$ cat src/rtl/sync_regen_if.sv
// sync_regen_if: camera-in / video-out bundle for the sync regenerator.
//   cam_href, cam_vsync           : camera line valid and frame sync (active high)
//   hsync, vsync, de              : regenerated video timing
//   x, y                          : pixel/line coordinates, valid while de
//   locked, line_len              : status and last measured camera line period
//   err_short, err_timeout        : one-cycle error pulses
// Modports: master = camera/video side (drives cam_*), slave = sync_regen.
interface sync_regen_if #(
  parameter int H_ACT  = 1280,
  parameter int V_ACT  = 720,
  parameter int LINE_W = 16
);
  localparam int XW = (H_ACT > 1) ? $clog2(H_ACT) : 1;
  localparam int YW = (V_ACT > 1) ? $clog2(V_ACT) : 1;

  logic              cam_href;
  logic              cam_vsync;
  logic              hsync;
  logic              vsync;
  logic              de;
  logic [XW-1:0]     x;
  logic [YW-1:0]     y;
  logic              locked;
  logic [LINE_W-1:0] line_len;
  logic              err_short;
  logic              err_timeout;

  modport master (
    output cam_href, cam_vsync,
    input  hsync, vsync, de, x, y, locked, line_len, err_short, err_timeout
  );

  modport slave (
    input  cam_href, cam_vsync,
    output hsync, vsync, de, x, y, locked, line_len, err_short, err_timeout
  );
endinterface

$ cat src/rtl/sync_regen.sv
// sync_regen: rebuilds clean hsync/vsync/de plus x/y coordinates from camera
// href/vsync. Active lines are phase-locked to camera href rises; vertical
// blanking lines free-run at max(measured line period, minimum line length).
// Ports:
//   clk  : pixel clock
//   rst  : synchronous active-high reset
//   bus  : sync_regen_if.slave (cam_href/cam_vsync in; timing, coordinates,
//          locked, line_len, err_short, err_timeout out)
// Optional feature: define SYNC_REGEN_WATCHDOG_EN to abort a WAIT state that
// sees no href rise within two blank-line periods (err_timeout pulse).
module sync_regen #(
  parameter int H_ACT  = 1280,
  parameter int H_FP   = 220,
  parameter int H_SYNC = 40,
  parameter int V_ACT  = 720,
  parameter int V_FP   = 18,
  parameter int V_SYNC = 40,
  parameter int V_BP   = 2,
  parameter bit HS_POL = 1'b1,
  parameter bit VS_POL = 1'b1,
  parameter int LINE_W = 16
) (
  input logic         clk,
  input logic         rst,
  sync_regen_if.slave bus
);
  localparam int XW     = (H_ACT > 1) ? $clog2(H_ACT) : 1;
  localparam int YW     = (V_ACT > 1) ? $clog2(V_ACT) : 1;
  localparam int V_TOT  = V_FP + V_SYNC + V_BP;
  localparam int VBW    = $clog2(V_TOT + 1);

  localparam logic [LINE_W-1:0] L_MIN    = LINE_W'(H_ACT + H_FP + H_SYNC);
  localparam logic [LINE_W-1:0] ACT_END  = LINE_W'(H_ACT - 1);
  localparam logic [LINE_W-1:0] FP_END   = LINE_W'(H_ACT + H_FP - 1);
  localparam logic [LINE_W-1:0] HS_START = LINE_W'(H_ACT + H_FP);
  localparam logic [YW-1:0]     Y_LAST   = YW'(V_ACT - 1);
  localparam logic [VBW-1:0]    VB_LAST  = VBW'(V_TOT - 1);
  localparam logic [VBW-1:0]    VS_FIRST = VBW'(V_FP);
  localparam logic [VBW-1:0]    VS_END   = VBW'(V_FP + V_SYNC);
  // Blank-line counter value for the tail of the last active line that is
  // padded out to L_BLK before blank line 0 begins; increments wrap it to 0.
  localparam logic [VBW-1:0]    VB_PRE   = '1;

  typedef enum logic [2:0] {S_IDLE, S_ACT, S_FP, S_SYNC, S_WAIT, S_VBLK} state_t;

  function automatic logic [LINE_W-1:0] sat_inc(input logic [LINE_W-1:0] v);
    return (&v) ? v : v + 1'b1;
  endfunction

  state_t            state_q, state_d;
  logic [LINE_W-1:0] hc_q, hc_d;
  logic [VBW-1:0]    vb_q, vb_d;
  logic [LINE_W-1:0] lcnt_q, lcnt_d;
  logic [LINE_W-1:0] line_len_q, line_len_d;
  logic              frame_pend_q, frame_pend_d;
  logic              href_q, vsin_q;
  logic              hs_q, hs_d, vs_q, vs_d, de_q, de_d;
  logic [XW-1:0]     x_q, x_d;
  logic [YW-1:0]     y_q, y_d;
  logic              locked_q, locked_d;
  logic              err_short_q, err_short_d;

  logic              href_rise, vs_rise, pend, enter_act, hs_on, vs_on;
  logic [YW-1:0]     y_inc;
  logic [LINE_W-1:0] l_blk;

  assign href_rise = bus.cam_href & ~href_q;
  assign vs_rise   = bus.cam_vsync & ~vsin_q;
  // A vsync rise on the same clock as an href rise already counts as pending.
  assign pend      = frame_pend_q | vs_rise;
  assign y_inc     = (y_q == Y_LAST) ? '0 : y_q + 1'b1;
  assign l_blk     = (line_len_q > L_MIN) ? line_len_q : L_MIN;

`ifdef SYNC_REGEN_WATCHDOG_EN
  logic [LINE_W:0] wd_q, wd_d;
  logic [LINE_W:0] wd_lim;
  logic            err_timeout_q, err_timeout_d;
  assign wd_lim = {l_blk, 1'b0} - 1'b1;
`endif

  always_comb begin
    state_d      = state_q;
    hc_d         = hc_q;
    vb_d         = vb_q;
    y_d          = y_q;
    locked_d     = locked_q;
    err_short_d  = 1'b0;
    frame_pend_d = pend;
    enter_act    = 1'b0;
`ifdef SYNC_REGEN_WATCHDOG_EN
    wd_d          = wd_q;
    err_timeout_d = 1'b0;
`endif

    if (href_rise) begin
      line_len_d = sat_inc(lcnt_q);
      lcnt_d     = '0;
    end else begin
      line_len_d = line_len_q;
      lcnt_d     = sat_inc(lcnt_q);
    end

    case (state_q)
      S_IDLE: begin
        if (href_rise && pend) begin
          enter_act = 1'b1;
          y_d       = '0;
          locked_d  = 1'b1;
        end
      end
      S_ACT, S_FP, S_SYNC: begin
        if (href_rise) begin
          // Camera line arrived early: restart the active line at once.
          enter_act   = 1'b1;
          err_short_d = 1'b1;
          locked_d    = 1'b0;
          y_d         = pend ? '0 : y_inc;
        end else begin
          hc_d = hc_q + 1'b1;
          if (state_q == S_ACT && hc_q == ACT_END) begin
            state_d = S_FP;
          end else if (state_q == S_FP && hc_q == FP_END) begin
            state_d = S_SYNC;
          end else if (state_q == S_SYNC && hc_q == L_MIN - 1'b1) begin
            if (y_q == Y_LAST) begin
              state_d = S_VBLK;
              if (l_blk == L_MIN) begin
                hc_d = '0;
                vb_d = '0;
              end else begin
                hc_d = L_MIN;
                vb_d = VB_PRE;
              end
            end else begin
              state_d = S_WAIT;
`ifdef SYNC_REGEN_WATCHDOG_EN
              wd_d    = '0;
`endif
            end
          end
        end
      end
      S_WAIT: begin
        if (href_rise) begin
          enter_act = 1'b1;
          y_d       = pend ? '0 : y_inc;
        end
`ifdef SYNC_REGEN_WATCHDOG_EN
        else if (wd_q == wd_lim) begin
          state_d       = S_IDLE;
          err_timeout_d = 1'b1;
          locked_d      = 1'b0;
        end else begin
          wd_d = wd_q + 1'b1;
        end
`endif
      end
      S_VBLK: begin
        if (href_rise && pend) begin
          enter_act = 1'b1;
          y_d       = '0;
        end else if (hc_q >= l_blk - 1'b1) begin
          hc_d = '0;
          if (vb_q == VB_LAST) state_d = S_IDLE;
          else                 vb_d    = vb_q + 1'b1;
        end else begin
          hc_d = hc_q + 1'b1;
        end
      end
      default: state_d = S_IDLE;
    endcase

    if (enter_act) begin
      state_d      = S_ACT;
      hc_d         = '0;
      frame_pend_d = 1'b0;
    end

    // Outputs are decoded from the next state so they register alongside it.
    hs_on = (state_d == S_SYNC) ||
            (state_d == S_VBLK && hc_d >= HS_START && hc_d < L_MIN);
    vs_on = (state_d == S_VBLK) && (vb_d >= VS_FIRST) && (vb_d < VS_END);
    hs_d  = hs_on ? HS_POL : ~HS_POL;
    vs_d  = vs_on ? VS_POL : ~VS_POL;
    de_d  = (state_d == S_ACT);
    x_d   = de_d ? hc_d[XW-1:0] : x_q;
  end

  always_ff @(posedge clk) begin
    if (rst) begin
      state_q      <= S_IDLE;
      frame_pend_q <= 1'b0;
      href_q       <= 1'b0;
      vsin_q       <= 1'b0;
      lcnt_q       <= '0;
      line_len_q   <= '0;
      hs_q         <= ~HS_POL;
      vs_q         <= ~VS_POL;
      de_q         <= 1'b0;
      x_q          <= '0;
      y_q          <= '0;
      locked_q     <= 1'b0;
      err_short_q  <= 1'b0;
`ifdef SYNC_REGEN_WATCHDOG_EN
      err_timeout_q <= 1'b0;
`endif
    end else begin
      state_q      <= state_d;
      frame_pend_q <= frame_pend_d;
      href_q       <= bus.cam_href;
      vsin_q       <= bus.cam_vsync;
      lcnt_q       <= lcnt_d;
      line_len_q   <= line_len_d;
      hs_q         <= hs_d;
      vs_q         <= vs_d;
      de_q         <= de_d;
      x_q          <= x_d;
      y_q          <= y_d;
      locked_q     <= locked_d;
      err_short_q  <= err_short_d;
`ifdef SYNC_REGEN_WATCHDOG_EN
      err_timeout_q <= err_timeout_d;
`endif
    end
    hc_q <= hc_d;
    vb_q <= vb_d;
`ifdef SYNC_REGEN_WATCHDOG_EN
    wd_q <= wd_d;
`endif
  end

  assign bus.hsync     = hs_q;
  assign bus.vsync     = vs_q;
  assign bus.de        = de_q;
  assign bus.x         = x_q;
  assign bus.y         = y_q;
  assign bus.locked    = locked_q;
  assign bus.line_len  = line_len_q;
  assign bus.err_short = err_short_q;
`ifdef SYNC_REGEN_WATCHDOG_EN
  assign bus.err_timeout = err_timeout_q;
`else
  assign bus.err_timeout = 1'b0;
`endif
endmodule
$ cat src/flat_wrapper.sv
// flat-port wrapper written by rule: the top's interface ports become plain ports
module sync_regen_flat 
#(
  parameter int H_ACT  = 1280,
  parameter int H_FP   = 220,
  parameter int H_SYNC = 40,
  parameter int V_ACT  = 720,
  parameter int V_FP   = 18,
  parameter int V_SYNC = 40,
  parameter int V_BP   = 2,
  parameter bit HS_POL = 1'b1,
  parameter bit VS_POL = 1'b1,
  parameter int LINE_W = 16
)
  (clk, rst, bus_cam_href, bus_cam_vsync, bus_hsync, bus_vsync, bus_de, bus_x, bus_y, bus_locked, bus_line_len, bus_err_short, bus_err_timeout);
  sync_regen_if #(.H_ACT(H_ACT), .V_ACT(V_ACT), .LINE_W(LINE_W)) bus_i ();
  input logic clk;
  input logic rst;
  input wire logic [$bits(bus_i.cam_href)-1:0] bus_cam_href;
  input wire logic [$bits(bus_i.cam_vsync)-1:0] bus_cam_vsync;
  output wire logic [$bits(bus_i.hsync)-1:0] bus_hsync;
  output wire logic [$bits(bus_i.vsync)-1:0] bus_vsync;
  output wire logic [$bits(bus_i.de)-1:0] bus_de;
  output wire logic [$bits(bus_i.x)-1:0] bus_x;
  output wire logic [$bits(bus_i.y)-1:0] bus_y;
  output wire logic [$bits(bus_i.locked)-1:0] bus_locked;
  output wire logic [$bits(bus_i.line_len)-1:0] bus_line_len;
  output wire logic [$bits(bus_i.err_short)-1:0] bus_err_short;
  output wire logic [$bits(bus_i.err_timeout)-1:0] bus_err_timeout;
  assign bus_i.cam_href = bus_cam_href;
  assign bus_i.cam_vsync = bus_cam_vsync;
  assign bus_hsync = bus_i.hsync;
  assign bus_vsync = bus_i.vsync;
  assign bus_de = bus_i.de;
  assign bus_x = bus_i.x;
  assign bus_y = bus_i.y;
  assign bus_locked = bus_i.locked;
  assign bus_line_len = bus_i.line_len;
  assign bus_err_short = bus_i.err_short;
  assign bus_err_timeout = bus_i.err_timeout;
  sync_regen #(.H_ACT(H_ACT), .H_FP(H_FP), .H_SYNC(H_SYNC), .V_ACT(V_ACT), .V_FP(V_FP), .V_SYNC(V_SYNC), .V_BP(V_BP), .HS_POL(HS_POL), .VS_POL(VS_POL), .LINE_W(LINE_W)) u_core (.clk(clk), .rst(rst), .bus(bus_i));
endmodule
$ cat config.mk
export PLATFORM = sky130hd
export DESIGN_NAME = sync_regen_flat
export DESIGN_NICKNAME = d
export VERILOG_FILES = /design/src/rtl/sync_regen_if.sv /design/src/rtl/sync_regen.sv /design/src/flat_wrapper.sv
export SDC_FILE = /design/constraint.sdc
export NUM_CORES = 1
export LEC_CHECK = 0
export CORE_MARGIN = 1
export CORE_UTILIZATION = 25
export CTS_BUF_LIST = sky130_fd_sc_hd__clkbuf_2
export DETAILED_ROUTE_END_ITERATION = 6
export PLACE_DENSITY = 0.39
export SYNTH_ARGS = -nofsm -noshare
export SYNTH_HDL_FRONTEND = slang
export SYNTH_SLANG_ARGS = --single-unit
$ cat constraint.sdc
create_clock -name clk -period 10.6 [get_ports clk]
set_clock_uncertainty 0.1 [all_clocks]
set_input_delay 1.59 -clock clk [delete_from_list [all_inputs] [get_ports clk]]
set_output_delay 1.59 -clock clk [all_outputs]
set_load 0.02 [all_outputs]
* Yosys cells after proc, flatten, opt, wreduce, memory -nomap -nowiden
Cells that the tools add are included.
** Cells by class
- Reduce and logical (&&, ||, !) cells :: 22
- $add $sub $neg :: 5
- Muxes and demuxes :: 45
- $lt $le $gt $ge :: 6
- Bitwise operators :: 6
- Equality and inequality tests :: 18
** Operators with widths (number)
- $mux W16 :: 10
- $eq A16 B11 Y1 const B :: 4
- $mux W6 :: 9
- $mux W10 :: 4
- $add A16 B1 Y16 const B :: 2
- $pmux W16 S2 :: 1
- $mux W3 :: 8
- $pmux W10 S2 :: 1
- $ge A16 B11 Y1 const B :: 1
- $ge A16 B16 Y1 :: 1
- $gt A16 B11 Y1 const B :: 1
- $lt A16 B11 Y1 const B :: 1
- $reduce_and A16 Y1 :: 1
- $sub A16 B1 Y16 const B :: 1
- $pmux W6 S2 :: 1
- $mux W11 :: 1
- $add A10 B1 Y10 const B :: 1
- $eq A10 B10 Y1 const B :: 1
- $reduce_or A2 Y1 :: 5
- $eq A3 B2 Y1 const B :: 3
- $eq A3 B3 Y1 const B :: 3
- $pmux W3 S3 :: 1
- $logic_and A1 B1 Y1 :: 8
- $ne A2 B1 Y1 const B :: 4
- other kinds (16) :: 29
** Storage, ports and cells
- Output and inout port bits :: 43
- Input port bits :: 4
- Register bits :: 86

* Depth between registers and ports, before layout
Gate-level depths: netlist of the first run.
- Depth after elaboration :: 16
- Gate-level depth with buffers :: 22
- Gate-level depth less buffers :: 20

* Worst setup path before layout of the first run
Ideal clock, no wire load.
- Path type :: flip-flop to flip-flop
- From :: register u_core.line_len_q[6] (netlist: u_core.bus.line_len[6])
- To :: register u_core.hs_q (netlist: u_core.bus.hsync)
- Cell stages (with the launch flop) :: 21
- Clock period less this slack :: 5.633 ns
- Required time :: 10.416 ns
- Setup time :: 0.084 ns
- Arrival :: 5.449 ns
- Path slack :: 4.967 ns
- Path through :: dfxtp_1 -> or3_1 -> o311ai_0 -> nand2_1 -> nand2_1 -> ha_1 -> nand2_1 -> or3_1 -> or4_1 -> nor4_1 -> xnor2_1 -> ha_1 -> o21ai_0 -> o21bai_1 -> nor2_1 -> o21ai_1 -> or4_1 -> a31oi_1 -> and4bb_1 -> a31oi_1 -> o31ai_2
** Between the ends
- Longest elaborated chain between the ends :: 16
- Elaborated cells between the ends (all ways) :: 27
** Ends and longest elaborated chain
- from (decl) :: RTL line sync_regen.sv:54 : logic [LINE_W-1:0] line_len_q, line_len_d;
- from (signal assigned) :: RTL line sync_regen.sv:213 : line_len_q <= line_len_d;
- $gt A16 B11 Y1 :: RTL line sync_regen.sv:72 : assign l_blk = (line_len_q > L_MIN) ? line_len_q : L_MIN;
- $mux W16 (*) :: RTL line sync_regen.sv:72
- branches (longest 7 deep; another with $sub A16 B1 Y16)
- $pmux W16 S2 (*) :: RTL line sync_regen.sv:103 : case (state_q)
- $mux W16 (*) :: RTL line sync_regen.sv:173 : if (enter_act) begin
- named net u_core.hc_d[9] :: RTL line sync_regen.sv:51 : logic [LINE_W-1:0] hc_q, hc_d;
- $ge A16 B11 Y1 :: RTL line sync_regen.sv:181 : (state_d == S_VBLK && hc_d >= HS_START && hc_d < L_MIN);
- $logic_and A1 B1 Y1 :: RTL line sync_regen.sv:181
- $logic_and A1 B1 Y1 (*) :: RTL line sync_regen.sv:181
- $logic_or A1 B1 Y1 (*) :: RTL line sync_regen.sv:180 : hs_on = (state_d == S_SYNC) ||
- $mux W1 (*) :: RTL line sync_regen.sv:183 : hs_d = hs_on ? HS_POL : ~HS_POL;
- to (signal assigned) :: RTL line sync_regen.sv:197 : hs_q <= ~HS_POL;
- to (signal assigned) :: RTL line sync_regen.sv:214 : hs_q <= hs_d;
- to (decl) :: RTL line sync_regen.sv:57 : logic hs_q, hs_d, vs_q, vs_d, de_q, de_d;
Mark *: on every way through the listed nets, which the timed path passes.
A chain may end at the register's enable or synchronous reset.

* Final worst setup path of the first run
- From :: register u_core.line_len_q[6] (netlist: u_core.bus.line_len[6])
- To :: register u_core.x_q[8] (netlist: u_core.bus.x[8])
** Between the ends
- Longest elaborated chain between the ends :: 9
- Elaborated cells between the ends (all ways) :: 13
** Ends and longest elaborated chain
- $gt A16 B11 Y1 :: RTL line sync_regen.sv:72
- $mux W16 (*) :: RTL line sync_regen.sv:72
- $sub A16 B1 Y16 (*) :: RTL line sync_regen.sv:162 : end else if (hc_q >= l_blk - 1'b1) begin
- $ge A16 B16 Y1 (*) :: RTL line sync_regen.sv:162
- $mux W3 :: RTL line sync_regen.sv:162
- $mux W3 :: RTL line sync_regen.sv:159 : if (href_rise && pend) begin
- $pmux W3 S3 :: RTL line sync_regen.sv:103
- $mux W3 :: RTL line sync_regen.sv:173
- $eq A3 B1 Y1 :: RTL line sync_regen.sv:185 : de_d = (state_d == S_ACT);
- to (signal assigned) :: RTL line sync_regen.sv:200 : x_q <= '0;
- to (signal assigned) :: RTL line sync_regen.sv:217 : x_q <= x_d;
- to (decl) :: RTL line sync_regen.sv:58 : logic [XW-1:0] x_q, x_d;
Mark *: on every way between the ends. The rest lies on a longest branch, timed or not.

==> results of run 1 <==
-- layer usage --
metal	share of wire	global-route usage
met1	0.47	0.220
met2	0.44	0.255
met3	0.054	0.0373
met4	0.030	0.0711
met5	0	0
-- stage by stage --
step | power (mW) | cell area, sq um | hold WS [ns] | worst slack [ns]
finish | 0.694 | 6140 | 0.420 | 3.85
global route | 0.733 | 6140 | 0.457 | 3.31
CTS | 0.703 | 6140 | 0.420 | 3.80
detailed placement | 0.492 | 6000 | 0.383 | 3.83
global placement | 0.493 | 6000 | 0.377 | 4.08
floorplan | 0.446 | 5310 | 0.390 | 4.97
-- flip-flops by register name, indices dropped and copies added, names as in the netlist, 3 cells and up --
register             cells
u_core.bus.line_len     16
u_core.state_q           3
u_core.bus.x            11
u_core.hc_q             16
u_core.bus.y            10
u_core.lcnt_q           16
u_core.vb_q              6
-- layout by cell type (no fill, tap or decap), types with 7 or more instances in the layout --
| master | netlist | final |
|---|---|---|
| dfxtp_1 | 86 | 86 |
| a21oi_1 | 28 | 28 |
| nand3_1 | 19 | 19 |
| or3_1 | 13 | 13 |
| and3_1 | 8 | 8 |
| nand4_1 | 15 | 15 |
| nor2_1 | 79 | 79 |
| clkbuf_2 | 1 | 10 |
| a211oi_1 | 7 | 7 |
| xor2_1 | 19 | 19 |
| nor3_1 | 19 | 19 |
| mux2i_1 | 14 | 14 |
| o211ai_1 | 9 | 9 |
| nand2_1 | 72 | 72 |
| nor4_1 | 9 | 9 |
| inv_1 | 7 | 7 |
| or4_1 | 7 | 7 |
| a31oi_1 | 11 | 11 |
| xnor2_1 | 14 | 14 |
| ha_1 | 22 | 22 |
| clkdlybuf4s50_1 | 0 | 45 |
| or2_2 | 8 | 8 |
| nand2b_1 | 11 | 11 |
| o21ai_0 | 48 | 47 |
-- report_power, final --
part	leakage [nW]	internal (mW)	switching (mW)	total, mW
clock	0.0831	0.0810	0.126	0.207
sequential	0.697	0.335	0.0216	0.357
combinational	1.23	0.0488	0.0818	0.131
total	2.01	0.465	0.229	0.694
-- worst max path at each step --
stage,end,cells after the start,slack [ns],from
after floorplan,u_core.bus.hsync,20,4.97,u_core.bus.line_len[6]
after global placement,u_core.bus.x[8],19,4.08,u_core.bus.line_len[11]
after detailed placement,u_core.bus.x[8],19,3.83,u_core.bus.line_len[6]
after CTS,u_core.bus.x[8],19,3.80,u_core.bus.line_len[12]
after global routing,u_core.bus.x[9],19,3.31,u_core.bus.line_len[12]
final,u_core.bus.x[8],19,3.85,u_core.bus.line_len[6]
-- cells by family after synthesis --
group                    Yosys count  share of synthesized area
AND/OR/NAND/NOR                  296                      0.293
AO/OA/AOI/OAI                    166                      0.214
flip-flops                        86                      0.324
buffers and inverters             39                     0.0335
XOR/XNOR                          33                     0.0544
adder cells (fa/ha/maj)           22                     0.0518
multiplexers                      15                     0.0285
other                              1                   0.000706
-- final cells by class --
| type | instances | area share |
|---|---|---|
| Tap cell | 270 | 0.0550 |
| Multi-Input combinational cell | 533 | 0.555 |
| Inverter | 8 | 0.00489 |
| Timing Repair Buffer | 51 | 0.0807 |
| Antenna cell | 1 | 0.000407 |
| Sequential cell | 86 | 0.280 |
| Clock buffer | 10 | 0.00815 |
| Clock inverter | 6 | 0.0153 |
-- worst reg2reg max path, delay by kind of cell, from the launching register on --
| kind | cells | cell delay [ns] |
|---|---|---|
| compound gates | 3 | 1.60 |
| fa+ha+maj | 2 | 0.51 |
| xor+xnor | 1 | 0.12 |
| flops | 1 | 0.41 |
| mux | 1 | 0.28 |
| simple gates | 12 | 3.63 |
==> metrics.md, run 1 <==
| Metric | Value |
|---|---|
| Status | `completed` |
| Async S/R FF share, synth | `0` |
| Antenna Nets Post-Route | `0` |
| Initial antenna violation count | `1` |
| Setup Crit Path Kind | `reg2reg` |
| Max_cap viols | `0` |
| Period utilization | `0.637` |
| FF-to-FF Start | `u_core.bus.line_len[6]` |
| RSZ-0062 raised after global routing | `false` |
| # IOs | `47` |
| FF+latch count, synth | `86` |
| Max incr delay on CP | `0.91 ns` |
| CTS H-tree depth | `3` |
| Hold Path Sink | `u_core.bus.y[1]` |
| Root Driver | `clkbuf_2` |
| CP Launch Type | `flip-flop` |
| Share of the synthesized area in the top cell type | `0.324` |
| Drt drc | `0` |
| Most common cell in the netlist | `dfxtp_1` |
| Most frequent CP cell | `nand2_1` |
| Top cells by area, synth | `dfxtp_1, nor2_1, ha_1` |
| Via count of the first global-routing pass | `4921` |
| Area occupied by registers | `0.00172 sq mm` |
| CTS Sinks | `86` |
| Worst min path class | `reg2reg` |
| Avg Cell Area, Syn | `8.07 sq um` |
| Dpl hpwl | `13000 um` |
| Hold Vio Cnt, Final | `0` |
| Die width | `148 um` |
| Critical Path AT | `7.14 ns` |
| Post-CTS Resized | `0` |
| Iteration-0 DRC Markers | `335` |
| Power Density | `113 mW/mm^2` |
| Final Setup Violations | `0` |
| Setup crit end kind | `flip-flop` |
| Vias after detailed routing | `5168` |
| CP max stage cell | `nor4_4` |
| CP Data Required Time | `10.99 ns` |
| Least-Margin Pin Slew | `1.05 ns` |
| Row Count | `52` |
| Worst-path cell chain | `or3_1 > o311ai_0 > nand2_1 > nand2_1 > ha_1 > nand2_1 > or3_1 > or4_1 > nor4_1 > xnor2_1 > ha_1 > nand4_1 > a31o_2 > o21ai_0 > and4_1 > nor4_1 > nor4_4 > mux2i_1 > nor2_1` |
| Crit-path max FO | `12` |
| Multi-input combinational cell area | `0.00341 sq mm` |
| Synth cell types | `80` |
| Synth area leader | `dfxtp_1` |
| Global route overflow | `0` |
| Net count after synthesis | `684` |
| Worst Hold Path Cells | `2` |
| Synth Instances | `658` |
| Clk pin slew, worst setup/hold paths | `0.24 ns` |
| Yosys Warn Count | `0` |
| Placer Congestion | `0.884` |
| Reg2Reg Depth | `19` |
| Reg2Reg Setup Slack | `3.85 ns` |
| Port Buffers | `45` |
| Placeable Area | `0.0206 sq mm` |
| Top_reg_cell synth | `dfxtp_1` |
| Final cell count without fillers | `965` |
| Die area | `0.0218 sq mm` |
| Post-route setup TNS | `0 ns` |
| Number of buffers inserted by hold repair at cts | `0` |
| Worst-skew pair later-pin latency | `0.61 ns` |
| CTS tree | `yes` |
| Post-synth EDFFs | `0` |
| DRT Pass-1 Iters | `5` |
| Via density | `5.36` |
| DRT Wirelength | `17600 um` |
| Layout cells sized above 1 | `0.0778` |
| Seq/Total Area, Yosys | `0.324` |
| Core Util, Final | `0.299` |
| Mapped Area | `0.00531 sq mm` |
| GRT Total Usage | `0.165` |
| Die height | `148 um` |
| Clock Path Buffers | `2` |
| Crit Reg-Reg Endpoint | `u_core.bus.x[8]` |
| Final min period | `6.75 ns` |
| Leak Pwr | `2.01 nW` |
| Drt wl/cell | `18.2 um` |
| Final Max Tran Viols | `0` |
| Buffer count from post-CTS setup fixing | `0` |
| Most frequent cells after synthesis | `dfxtp_1, nor2_1, nand2_1, o21ai_0, a21oi_1` |
| Min-delay src | `u_core.bus.y[1]` |
| Worst Path Buf+Inv | `0` |
| Initial Util | `0.258` |
| Largest delay share family, worst path | `simple AND/OR/NAND/NOR gates` |
| Fill cells | `2238` |
| Max-slew headroom | `0.297` |
| Num CTS Buffers | `9` |
| Final nets | `715` |
| Global-route wire length before repair | `27900 um` |
| Pin count of the biggest net entering global routing | `26` |
| Inst Count DP | `948` |
| Peak VDD IR | `64.6 uV` |
| Layout area overhead | `15.7%` |
| Fmax | `0.148 GHz` |
No activity file was read; power rests on OpenSTA's default activity.
==> run 2, diff against run 1 <==
==> constraint.sdc (replaced) <==
create_clock -name clk -period 6.6 [get_ports clk]
set_clock_uncertainty 0.1 [all_clocks]
set_input_delay 0.99 -clock clk [delete_from_list [all_inputs] [get_ports clk]]
set_output_delay 0.99 -clock clk [all_outputs]
set_load 0.02 [all_outputs]
==> metrics.md, run 2 (synthesis results as in run 1) <==
| Metric | Value |
|---|---|
| Most frequent cells in the layout | `dfxtp_1, nor2_1, nand2_1, o21ai_0, clkdlybuf4s50_1 (unchanged)` |
| Worst-skew pair later-pin latency | `0.63 ns (was 0.61 ns)` |
| Drt drc | `0 (unchanged)` |
| RSZ-0062 raised after global routing | `true (was false)` |
| Status | `completed (unchanged)` |
| Fmax | `0.161 GHz (was 0.148 GHz)` |
| Sw frac | `0.331 (was 0.330)` |
| Core Util, Final | `0.302 (was 0.299)` |
| Inst Count DP | `952 (was 948)` |
| GRT Total Usage | `0.165 (about the same)` |
| CTS Sinks | `86 (unchanged)` |
| Final min period | `6.23 ns (was 6.75 ns)` |
| Via count of the first global-routing pass | `4895 (was 4921)` |
| Iteration-0 DRC Markers | `303 (was 335)` |
| Max-slew headroom | `0.222 (was 0.297)` |
| Hold Vio Cnt, Final | `0 (unchanged)` |
| Root Driver | `clkbuf_2 (unchanged)` |
| DP Area | `0.00603 sq mm (was 0.00600 sq mm)` |
| Max_cap viols | `0 (unchanged)` |
| CTS H-tree depth | `3 (unchanged)` |
| Setup crit end kind | `flip-flop (unchanged)` |
| Final Setup Violations | `0 (unchanged)` |
| Commonest non-fill, non-tap cell in the layout | `dfxtp_1 (unchanged)` |
| Placement Setup Slack | `0.0585 ns (was 3.83 ns)` |
| Port Buffers | `45 (unchanged)` |
| Placer Congestion | `0.844 (was 0.884)` |
| Die height | `148 um (unchanged)` |
| Worst Path Buf+Inv | `1 (was 0)` |
| # IOs | `47 (unchanged)` |
| Layout area overhead | `16.9% (was 15.7%)` |
| Critical Path AT | `6.63 ns (was 7.14 ns)` |
| Layout cells sized above 1 | `0.0873 (was 0.0778)` |
| Peak VDD IR | `72.1 uV (was 64.6 uV)` |
| Period utilization | `0.943 (was 0.637)` |
| Register share of total power | `0.509 (was 0.514)` |
| Vias after detailed routing | `5136 (was 5168)` |
| Final instance area | `0.00621 sq mm (was 0.00614 sq mm)` |
| Num CTS Buffers | `9 (unchanged)` |
| Placeable Area | `0.0206 sq mm (unchanged)` |
| Worst min path class | `reg2reg (unchanged)` |
| Power Density | `181 mW/mm^2 (was 113 mW/mm^2)` |
| Final Power | `1.12 mW (was 0.694 mW)` |
| CTS tree | `yes (unchanged)` |
| Least-Margin Pin Slew | `1.16 ns (was 1.05 ns)` |
| Final nets | `720 (was 715)` |
| Crit-path max FO | `8 (was 12)` |
| Clock Path Buffers | `2 (unchanged)` |
| Antenna Nets Post-Route | `0 (unchanged)` |
| Die width | `148 um (unchanged)` |
| Final Max Tran Viols | `0 (unchanged)` |
| Dpl hpwl | `12800 um (was 13000 um)` |
| Pin count of the biggest net entering global routing | `26 (unchanged)` |
| Most frequent CP cell | `nand2_1 (unchanged)` |
| CP Data Required Time | `7.01 ns (was 10.99 ns)` |
| Worst-path cell chain | `or3_1 > o311ai_1 > nand2_1 > nand2_1 > ha_1 > nand2_1 > or3_1 > or4_1 > nor4_1 > xnor2_1 > ha_1 > o21ai_0 > o21bai_1 > nor2_1 > buf_4 > o21ai_2 > o21ai_0 > and2_1 > and4bb_1 > a31oi_1 > o31ai_2 (was or3_1 > o311ai_0 > nand2_1 > nand2_1 > ha_1 > nand2_1 > or3_1 > or4_1 > nor4_1 > xnor2_1 > ha_1 > nand4_1 > a31o_2 > o21ai_0 > and4_1 > nor4_1 > nor4_4 > mux2i_1 > nor2_1)` |
| Via density | `5.28 (was 5.36)` |
| Setup WS post-layout | `0.375 ns (was 3.85 ns)` |
| Largest delay share family, worst path | `simple AND/OR/NAND/NOR gates (unchanged)` |
| Final cell count without fillers | `972 (was 965)` |
| Initial antenna violation count | `2 (was 1)` |
| Global-route wire length before repair | `27700 um (was 27900 um)` |
| Combinational Power Share | `0.192 (was 0.188)` |
| Hold WS | `0.418 ns (was 0.420 ns)` |
| Clk pin slew, worst setup/hold paths | `0.27 ns (was 0.24 ns)` |
| CP max stage cell | `a31oi_1 (was nor4_4)` |
| Post-route setup TNS | `0 ns (unchanged)` |
| Initial Util | `0.258 (unchanged)` |
| Global route overflow | `0 (unchanged)` |
| DRT Wirelength | `17500 um (was 17600 um)` |
| CP Launch Type | `flip-flop (unchanged)` |
| Row Count | `52 (unchanged)` |
| Max incr delay on CP | `0.58 ns (was 0.91 ns)` |
| Die area | `0.0218 sq mm (unchanged)` |
| Clk pwr share | `0.300 (was 0.298)` |
| DRT Pass-1 Iters | `5 (unchanged)` |
| Leak Pwr | `2.05 nW (was 2.01 nW)` |
| Setup Crit Path Kind | `reg2reg (unchanged)` |
| Net Sw Power | `0.373 mW (was 0.229 mW)` |
| Internal power | `0.752 mW (was 0.465 mW)` |
| Drt wl/cell | `18.0 um (was 18.2 um)` |
-- run 2: cell types whose count changed in the layout (fill, tap and decap cells not counted), sizes merged --
cell,change
buf,+5
diode,+2
-- run 2: worst paths after layout --
check,from,to,slack (ns),depth (start not counted)
setup reg to reg,u_core.bus.line_len[6],u_core.bus.hsync,0.37,21
setup / recovery,u_core.bus.line_len[6],u_core.bus.hsync,0.37,21
hold reg to reg,u_core.bus.y[1],u_core.bus.y[1],0.42,2
hold / removal,u_core.bus.y[1],u_core.bus.y[1],0.42,2
-- run 2: worst min-delay path, stage by stage (launching register included) --
cell,delay (ns)
dfxtp_1,0.40
nand2_1,0.06
a21oi_1,0.05
-- run 2: layer usage --
metal | GRT usage | part of all wire
met4 | 0.0680 | 0.030
met5 | 0 | 0
met2 | 0.259 | 0.45
met1 | 0.214 | 0.46
met3 | 0.0414 | 0.059
-- run 2: timing repair --
item	in CTS	in global routing
setup buffers	0	1
pin swaps	0	1
resized for setup	1	2
setup endpoints to repair	1	7
hold endpoints to repair	0	0
cloned	0	0
hold buffers	0	0
-- run 2: cell type report --
cell class | count | area, sq um
Antenna cell | 3 | 7.51
Clock buffer | 10 | 50.0
Clock inverter | 6 | 93.8
Fill cell | 2230 | 14400
Inverter | 8 | 30.0
Multi-Input combinational cell | 533 | 3420
Sequential cell | 86 | 1720
Tap cell | 270 | 338
Timing Repair Buffer | 56 | 546
-- run 2: power groups by stage --
stage	logic [mW]	registers, mW	clock network (mW)
detailed placement	0.210	0.581	0
floorplan	0.148	0.568	0
finish	0.215	0.572	0.337
global placement	0.210	0.581	0
global route	0.236	0.576	0.378
CTS	0.212	0.572	0.353
